$ cat src/rtl/wb_bridge_arbiter.sv
// wb_bridge_arbiter: two-master round-robin Wishbone arbiter in front of a shared UART-bridge slave.
// Ports:
//   clock, reset                      posedge clock, synchronous active-high reset
//   m0_*/m1_* cyc stb we adr datwr sel master requests
//   m0_*/m1_* datrd ack err           master responses (err is a one-cycle timeout pulse)
//   s_* cyc stb we adr datwr sel      shared slave request, mirrors the owner while BUSY
//   s_datrd, s_ack                    slave response, routed to the owner only
//   gnt                               one-hot owner, 00 when the bus is free
module wb_bridge_arbiter #(
    parameter int          addr_width     = 4,
    parameter int          data_width     = 8,
    parameter int          sel_width      = 1,
    parameter int unsigned timeout_cycles = 65535
) (
    input  logic                  clock,
    input  logic                  reset,
    input  logic                  m0_cyc,
    input  logic                  m1_cyc,
    input  logic                  m0_stb,
    input  logic                  m1_stb,
    input  logic                  m0_we,
    input  logic                  m1_we,
    input  logic [addr_width-1:0] m0_adr,
    input  logic [addr_width-1:0] m1_adr,
    input  logic [data_width-1:0] m0_datwr,
    input  logic [data_width-1:0] m1_datwr,
    input  logic [sel_width-1:0]  m0_sel,
    input  logic [sel_width-1:0]  m1_sel,
    output logic [data_width-1:0] m0_datrd,
    output logic [data_width-1:0] m1_datrd,
    output logic                  m0_ack,
    output logic                  m1_ack,
    output logic                  m0_err,
    output logic                  m1_err,
    output logic                  s_cyc,
    output logic                  s_stb,
    output logic                  s_we,
    output logic [addr_width-1:0] s_adr,
    output logic [data_width-1:0] s_datwr,
    output logic [sel_width-1:0]  s_sel,
    input  logic [data_width-1:0] s_datrd,
    input  logic                  s_ack,
    output logic [1:0]            gnt
);
    typedef enum logic [1:0] {IDLE, BUSY, DRAIN} state_t;
    localparam logic [31:0] tmo_last = 32'(timeout_cycles) - 32'd1;
    state_t      r_state;
    logic        r_owner;
    logic        r_last;
    logic [1:0]  r_gnt;
    logic [1:0]  r_err;
    logic [31:0] r_timer;
    logic                  w_req0, w_req1, w_win, w_busy, w_drain, w_tmo;
    logic                  w_own_cyc, w_own_stb, w_own_we;
    logic [addr_width-1:0] w_own_adr;
    logic [data_width-1:0] w_own_datwr;
    logic [sel_width-1:0]  w_own_sel;
    assign w_req0      = m0_cyc & m0_stb;
    assign w_req1      = m1_cyc & m1_stb;
    // on a tie the master that did not win last time gets the bus
    assign w_win       = (w_req0 & w_req1) ? ~r_last : w_req1;
    assign w_busy      = r_state == BUSY;
    assign w_drain     = r_state == DRAIN;
    assign w_own_cyc   = r_owner ? m1_cyc : m0_cyc;
    assign w_own_stb   = r_owner ? m1_stb : m0_stb;
    assign w_own_we    = r_owner ? m1_we : m0_we;
    assign w_own_adr   = r_owner ? m1_adr : m0_adr;
    assign w_own_datwr = r_owner ? m1_datwr : m0_datwr;
    assign w_own_sel   = r_owner ? m1_sel : m0_sel;
    assign w_tmo       = (timeout_cycles != 0) && (r_timer == tmo_last) && !s_ack;
    always_ff @(posedge clock) begin
        if (reset) begin
            r_state <= IDLE;
            r_owner <= 1'b0;
            r_last  <= 1'b1;
            r_gnt   <= 2'b00;
            r_err   <= 2'b00;
            r_timer <= '0;
        end else begin
            r_err <= 2'b00;
            case (r_state)
                IDLE:
                    if (w_req0 | w_req1) begin
                        r_state <= BUSY;
                        r_owner <= w_win;
                        r_last  <= w_win;
                        r_gnt   <= w_win ? 2'b10 : 2'b01;
                        r_timer <= '0;
                    end
                BUSY:
                    if (!w_own_cyc) begin
                        r_state <= IDLE;
                        r_gnt   <= 2'b00;
                    end else if (s_ack) begin
                        r_timer <= '0;
                    end else if (w_tmo) begin
                        r_state <= DRAIN;
                        r_err   <= r_owner ? 2'b10 : 2'b01;
                    end else if (w_own_stb && r_timer != '1) begin
                        r_timer <= r_timer + 32'd1;
                    end
                // hold the slave cycle open until the abandoned transfer's ack arrives
                DRAIN:
                    if (s_ack) begin
                        r_state <= IDLE;
                        r_gnt   <= 2'b00;
                    end
                default: r_state <= IDLE;
            endcase
        end
    end
    assign s_cyc    = w_busy ? w_own_cyc : w_drain;
    assign s_stb    = w_busy & w_own_stb;
    assign s_we     = w_busy & w_own_we;
    assign s_adr    = w_busy ? w_own_adr : '0;
    assign s_datwr  = w_busy ? w_own_datwr : '0;
    assign s_sel    = w_busy ? w_own_sel : '0;
    assign m0_ack   = w_busy & ~r_owner & s_ack;
    assign m1_ack   = w_busy & r_owner & s_ack;
    assign m0_datrd = (w_busy & ~r_owner) ? s_datrd : '0;
    assign m1_datrd = (w_busy & r_owner) ? s_datrd : '0;
    assign m0_err   = r_err[0];
    assign m1_err   = r_err[1];
    assign gnt      = r_gnt;
endmodule

$ cat config.mk
export PLATFORM = sky130hd
export DESIGN_NAME = wb_bridge_arbiter
export DESIGN_NICKNAME = d
export VERILOG_FILES = /design/src/rtl/wb_bridge_arbiter.sv
export SDC_FILE = /design/constraint.sdc
export NUM_CORES = 1
export LEC_CHECK = 0
export CAP_MARGIN = 15
export CORE_ASPECT_RATIO = 0.6
export CORE_MARGIN = 4
export CORE_UTILIZATION = 43
export CTS_CLUSTER_DIAMETER = 50
export CTS_CLUSTER_SIZE = 30
export DETAILED_ROUTE_END_ITERATION = 16
export HOLD_SLACK_MARGIN = 0.02
export PLACE_DENSITY = 0.83
export SLEW_MARGIN = 20
export SYNTH_ARGS = -nofsm -noshare
export SYNTH_HDL_FRONTEND = slang
export SYNTH_SLANG_ARGS = --single-unit
$ cat constraint.sdc
create_clock -name clock -period 2.13 [get_ports clock]
set_input_delay 0.213 -clock clock [delete_from_list [all_inputs] [get_ports clock]]
set_output_delay 0.213 -clock clock [all_outputs]
set_load 0.005 [all_outputs]
==> flow_summary.toml <==
[route]
avgRoutedWirePerCell_um = 19.33
finalWirelength_um = 11270
drtPass1Iterations = 5
ant_nets = 0
first_iter_violations = 326
dr_total_vias = 3475
drc = 0
vias_per_cell = 5.961

[worst_setup_path]
end_kind = "flip-flop"
cp.arrival_ns = 2.39
criticalPathCategory = "reg2reg"
crit_fanout = 4
worst_setup_path_start_kind = "flip-flop"
critPathRequiredTime_ns = 2.35

[clock_network]
cts_buffers = 5
clock_sinks = 40
cts-root-buf = "clkbuf_8"
clkLatencyLatePin_ns = 0.29
cts.path.max_buffers = 2
cts_tree = "built"
htree_levels = 2
path_clk_slew_ns = 0.08

[yosys]
yosys-top-cells-area = "dfxtp_1 29%, mux2i_1 6.1%, a21oi_1 4.9%"
seq_area_frac_synth = 0.2889
syn_nets = 395
synth_edf_count = 0
ys.warnings.count = 0
synth_seq_cells = 40
yosysUniqueCellTypes = 58
netlist_area_mm2 = 0.002771
synth.avg_cell_area_um2 = 8.010
synthCells = 346
async_flop_share = 0
yosysTopAreaCell = "dfxtp_1"
netlist.area_leader.share = 0.2889
synth_ff_type = "dfxtp_1"

[final_layout]
fin_nets = 548
multi_input_area_mm2 = 0.002037
ff_latch_area_um2 = 809.5
drive_above_1_share = 0.2866
final_core_util = 0.7398
n_fill_cell = 448
final_cells = 583
synthToLayoutAreaGrowth_pct = 65.33
stdcell_area_mm2 = 0.004582
diodes = 0

[placement]
place_area_mm2 = 0.004119
pre_cts_slack_ns = -0.1811
dp_hpwl_um = 8127
gp_congestion = 0.9714
io_buffers = 80
dp_cells = 562

[run_status]
violations = "negative setup slack"
status = "complete, but fails checks"

[floorplan]
die_height_um = 70.19
die_area_mm2 = 0.007836
initial_core_util = 0.4475
fp.dieW_um = 111.6
core-area_mm2 = 0.006193
io_pins = 81
num_rows = 22

[hold_path]
min_path_type = "reg2reg"

[sta]
tightestPinTransition_ns = 0.4495
max_freq_ghz = 0.4605
setup_slack_ns = -0.04136
rsz0062_at_grt = "true"
final_max_slew_viol_count = 0
timing.final.crit_share = 1.019
whs_ns = 0.4907
setup_violations = 3
fin_worst_skew_ns = 0.009212
maxSlewHeadroom = 0.6978
hold_viol = 0
min_period_ns = 2.171
fin_setup_tns_ns = -0.06977

[pwr]
finalPower_mw = 2.084
power_leakage_nw = 1.920
power.density_mw_per_mm2 = 454.8
irDropWorstVdd_mv = 0.2745

[global_route]
grt_usage = 0.2642
antenna_found_initial = 0
grt_pass1_vias = 3159
grt-ovfl-total = 0
grt_pass1_wl_um = 16680
grt_max_degree = 24

[flow_run]
drv_cap = 0
logic make-up (layout without fill, tap and decap cells):
family	count (synthesis)	count (layout)	share of synthesized area
simple gates	170	170	0.3648
fa+ha+maj	6	6	0.02709
compound gates	83	83	0.2000
buf+inv	27	180	0.04560
flops	40	40	0.2889
mux	20	20	0.07359
path summary, 6_finish.rpt:
check | start | endpoint | slack (ns) | cells after the start
setup / recovery | r_timer[0]$_SDFFE_PP0P_ | r_timer[24]$_SDFFE_PP0P_ | -0.04 | 8
hold reg to reg | gnt[1]$_SDFFE_PP0P_ | gnt[1]$_SDFFE_PP0P_ | 0.49 | 2
hold / removal | gnt[1]$_SDFFE_PP0P_ | gnt[1]$_SDFFE_PP0P_ | 0.49 | 2
setup reg to reg | r_timer[0]$_SDFFE_PP0P_ | r_timer[24]$_SDFFE_PP0P_ | -0.04 | 8
per-layer routing:
layer | wire [um] | share of wire | GRT usage | vias to the layer above
li1 | - | - | - | 1607
met1 | 4910 | 0.44 | 0.3943 | 1649
met2 | 4998 | 0.44 | 0.3871 | 197
met3 | 1180 | 0.10 | 0.06580 | 22
met4 | 179 | 0.016 | 0.04184 | 0
met5 | 0 | 0 | 0 | -
state kept, by name (all words and copies together) (netlist names):
register,flops
r_owner,1
r_last,1
gnt,2
r_timer,32
r_state,2
r_err,2
what timing repair did:
item                                    CTS  global route
pin swaps                                 7            11
resized for setup                        22            45
gates cloned                              1             1
buffers inserted                          5             8
hold buffers                              0             0
endpoints found under the setup margin   40            45
Yosys cell counts (2+ instances only):
master and number:
ha_1 6, nand3_1 15, clkbuf_1 11, o22a_1 2, nor3_1 7, nor4b_1 2, dfxtp_1 40, nand2_1 26
o21ai_0 16, a21oi_1 27, o21a_1 3, or2_2 2, buf_2 2, and2_1 11, a211o_1 2, and3_1 21
a41oi_1 2, or3_1 3, inv_1 9, buf_6 3, a221o_1 2, buf_1 2, mux2_2 3, o311ai_0 2
and4_1 8, a31oi_1 4, a21o_1 2, mux2i_1 17, o31ai_1 4, nor2_1 15, nor4_1 5, o21ai_1 3
or4_1 7, nor2b_1 20, nand4_1 16, nand2b_1 4
cells in the final DEF (no fill, tap or decap), drive strengths merged, types with 7 or more instances in the layout:
cell type / n
nand3: 15
nor3: 8
nor2: 16
and2: 11
or4: 8
clkdlybuf4s50: 70
nand2: 26
clkbuf: 7
nor4: 7
nor2b: 20
dfxtp: 40
buf: 82
o21ai: 19
and4: 8
nand4: 17
inv: 9
and3: 21
mux2i: 17
a21oi: 28
where the power goes:
part | switching (mW) | internal (mW) | total (mW)
registers | 0.0123 | 0.760 | 0.773
logic | 0.369 | 0.451 | 0.821
clock network | 0.267 | 0.223 | 0.490
total | 0.649 | 1.43 | 2.08
worst max-delay path, stage by stage (launching register included):
cell	delay, ns
dfxtp_2	0.35
ha_2	0.17
nand4_1	0.16
buf_4	0.20
nor4_4	0.28
and3_4	0.26
nand4_1	0.11
or4_1	0.42
a31oi_1	0.15
cell type report:
cell class	instances	share of cell area
multi-input combinational	279	0.4446
inverter	9	0.007373
tap	84	0.02294
sequential	40	0.1767
clock buffer	6	0.01584
clock inverter	1	0.001092
timing repair buffer	164	0.3315
No activity file was read; power rests on OpenSTA's default activity.
==> RTL edit: new RTL, same settings <==
Encoding of `state_t`: now one-hot (3 bits for 3 states).
--- a/src/rtl/wb_bridge_arbiter.sv
+++ b/src/rtl/wb_bridge_arbiter.sv
@@ -42,7 +42,7 @@
     input  logic                  s_ack,
     output logic [1:0]            gnt
 );
-    typedef enum logic [1:0] {IDLE, BUSY, DRAIN} state_t;
+    typedef enum logic [2:0] {IDLE = 3'b001, BUSY = 3'b010, DRAIN = 3'b100} state_t;
     localparam logic [31:0] tmo_last = 32'(timeout_cycles) - 32'd1;
     state_t      r_state;
     logic        r_owner;
Formal check against the unedited RTL: same outputs for any inputs over 10 cycles, from zero or initial values and one cycle with reset high; not proved beyond that.
==> RTL edit against the unedited design <==
- the flow still finishes with violations (setup timing)
- synthesized cell count fell by 7.5%
- sequential cell count rose by 1
- cell area fell by 7.0%
- via count fell by 2.6%
- die area fell by 6.8%
- worst setup slack improved by 0.011 ns
- combinational power fell by 42%
- wire length fell by 3.5%
- area after synthesis fell by 7.5%
- count of clock-buffer cells in the layout fell by 1
- power fell by 9.4%
- fmax rose by 0.49%
- critical path type unchanged
- largest cell class unchanged
- largest power group is now sequential cells
==> RTL edit: results (changes against the unedited design) <==
* Clk_lat worst skew at 0.30 ns
* Cts repair resizes at 30 (was 22)
* GRT Util Overall at 27.0% (was 26.4%)
* HPWL after DPL at 7220 um (was 8130 um)
* Fin worst setup slack at -0.0308 ns (was -0.0414 ns)
* Failing checks: setup timing (unchanged)
* M3 GR Usage at 6.60% (was 6.58%)
* Status: complete, but fails checks (unchanged)
* DRT iter0 DRCs at 448 (was 326)
* Routed met1 length at 4550 um (was 4910 um)
* Layout Cells excl Fill at 539 (was 583)
* Mean Syn Cell Area at 8.01 um^2 (about the same)
* Dpl cells at 521 (was 562)
* Wire length on met3 at 1130 um (was 1180 um)
* Synth top area cells: dfxtp_1, mux2i_1, nor2_1, o31ai_1, nand2_1 (was dfxtp_1, mux2i_1, a21oi_1, and3_1, nor2b_1)
* Layout cell share with drive strength beyond 1 at 27.5% (was 28.7%)
* Post-synthesis sequential area ratio at 32.0% (was 28.9%)
* DR WL met2 at 4870 um (was 5000 um)
* Met2 usage at 40.7% (was 38.7%)
* Max IR drop VDD at 0.334 mV (was 0.275 mV)
* Top cells by count, synth: dfxtp_1, nor2_1, nand2_1 (was dfxtp_1, a21oi_1, nand2_1)
* Worst-margin pin slew at 0.480 ns (was 0.449 ns)
* ANT cells at 0 (unchanged)
* Gpl congestion at 0.940 (was 0.971)
* Net Count, Synth at 365 (was 395)
* # setup viols final at 14 (was 3)
* Fill cells at 393 (was 448)
* Setup crit start: r_timer[12] (was r_timer[0])
* Wire length per cell at 20.2 um (was 19.3 um)
* Met1 GRT Util at 38.4% (was 39.4%)
* Netlist cell types at 47 (was 58)
* Area after DPL at 3830 um^2 (was 4120 um^2)
* Final net count at 504 (was 548)
* Worst Path Max Fanout at 7 (was 4)
RTL edit: final cells by class:
type	instances	area [um^2]	share of cell area, %
clock buffer	5	68.8	1.62
clock inverter	2	35.0	0.823
inverter	5	21.3	0.499
multi-input combinational	260	1830	42.9
sequential	41	847	19.9
tap	80	100	2.35
timing repair buffer	146	1360	31.9
RTL edit: through the flow:
| step | hold WS (ns) | power [mW] | TNS [ns] | worst slack [ns] | utilization (%) |
|---|---|---|---|---|---|
| floorplan | 0.317 | 0.979 | 0 | 0.0120 | - |
| global placement | 0.453 | 1.19 | -3.73 | -0.202 | 67.5 |
| detailed placement | 0.452 | 1.20 | -6.90 | -0.299 | 67.5 |
| CTS | 0.468 | 1.84 | -0.192 | -0.0507 | 71.2 |
| global route | 0.493 | 1.94 | -1.63 | -0.0984 | 75.0 |
| finish | 0.466 | 1.89 | -0.174 | -0.0308 | 75.0 |
RTL edit: worst paths after layout:
check	cells past startpoint	to	slack, ns
setup reg to reg	5	r_timer[21]	-0.03
hold reg to reg	2	gnt[1]	0.47
hold / removal	2	gnt[1]	0.47
setup / recovery	5	r_timer[21]	-0.03
RTL edit: kinds of logic after synthesis:
logic type | count (synthesis) | share of synthesized area [%]
and+or+nand+nor | 168 | 36.4
DFF | 41 | 32.0
xor gates and xnor gates | 2 | 0.683
AOI/OAI and AO/OA | 67 | 18.4
buffers and inverters | 20 | 3.61
muxes | 20 | 7.86
adders and majority gates | 2 | 0.976
RTL edit: power by group:
| group | internal (mW) | switching (mW) |
|---|---|---|
| sequential | 0.776 | 0.0134 |
| combinational | 0.247 | 0.226 |
| clock | 0.341 | 0.284 |
| total | 1.36 | 0.524 |
RTL edit: critical path: stages, from the launching register on:
cell and delay, ns:
dfxtp_2 0.42, nand4_1 0.13, or3_4 0.40, or4_4 0.58
or4_4 0.44, o21ai_2 0.12
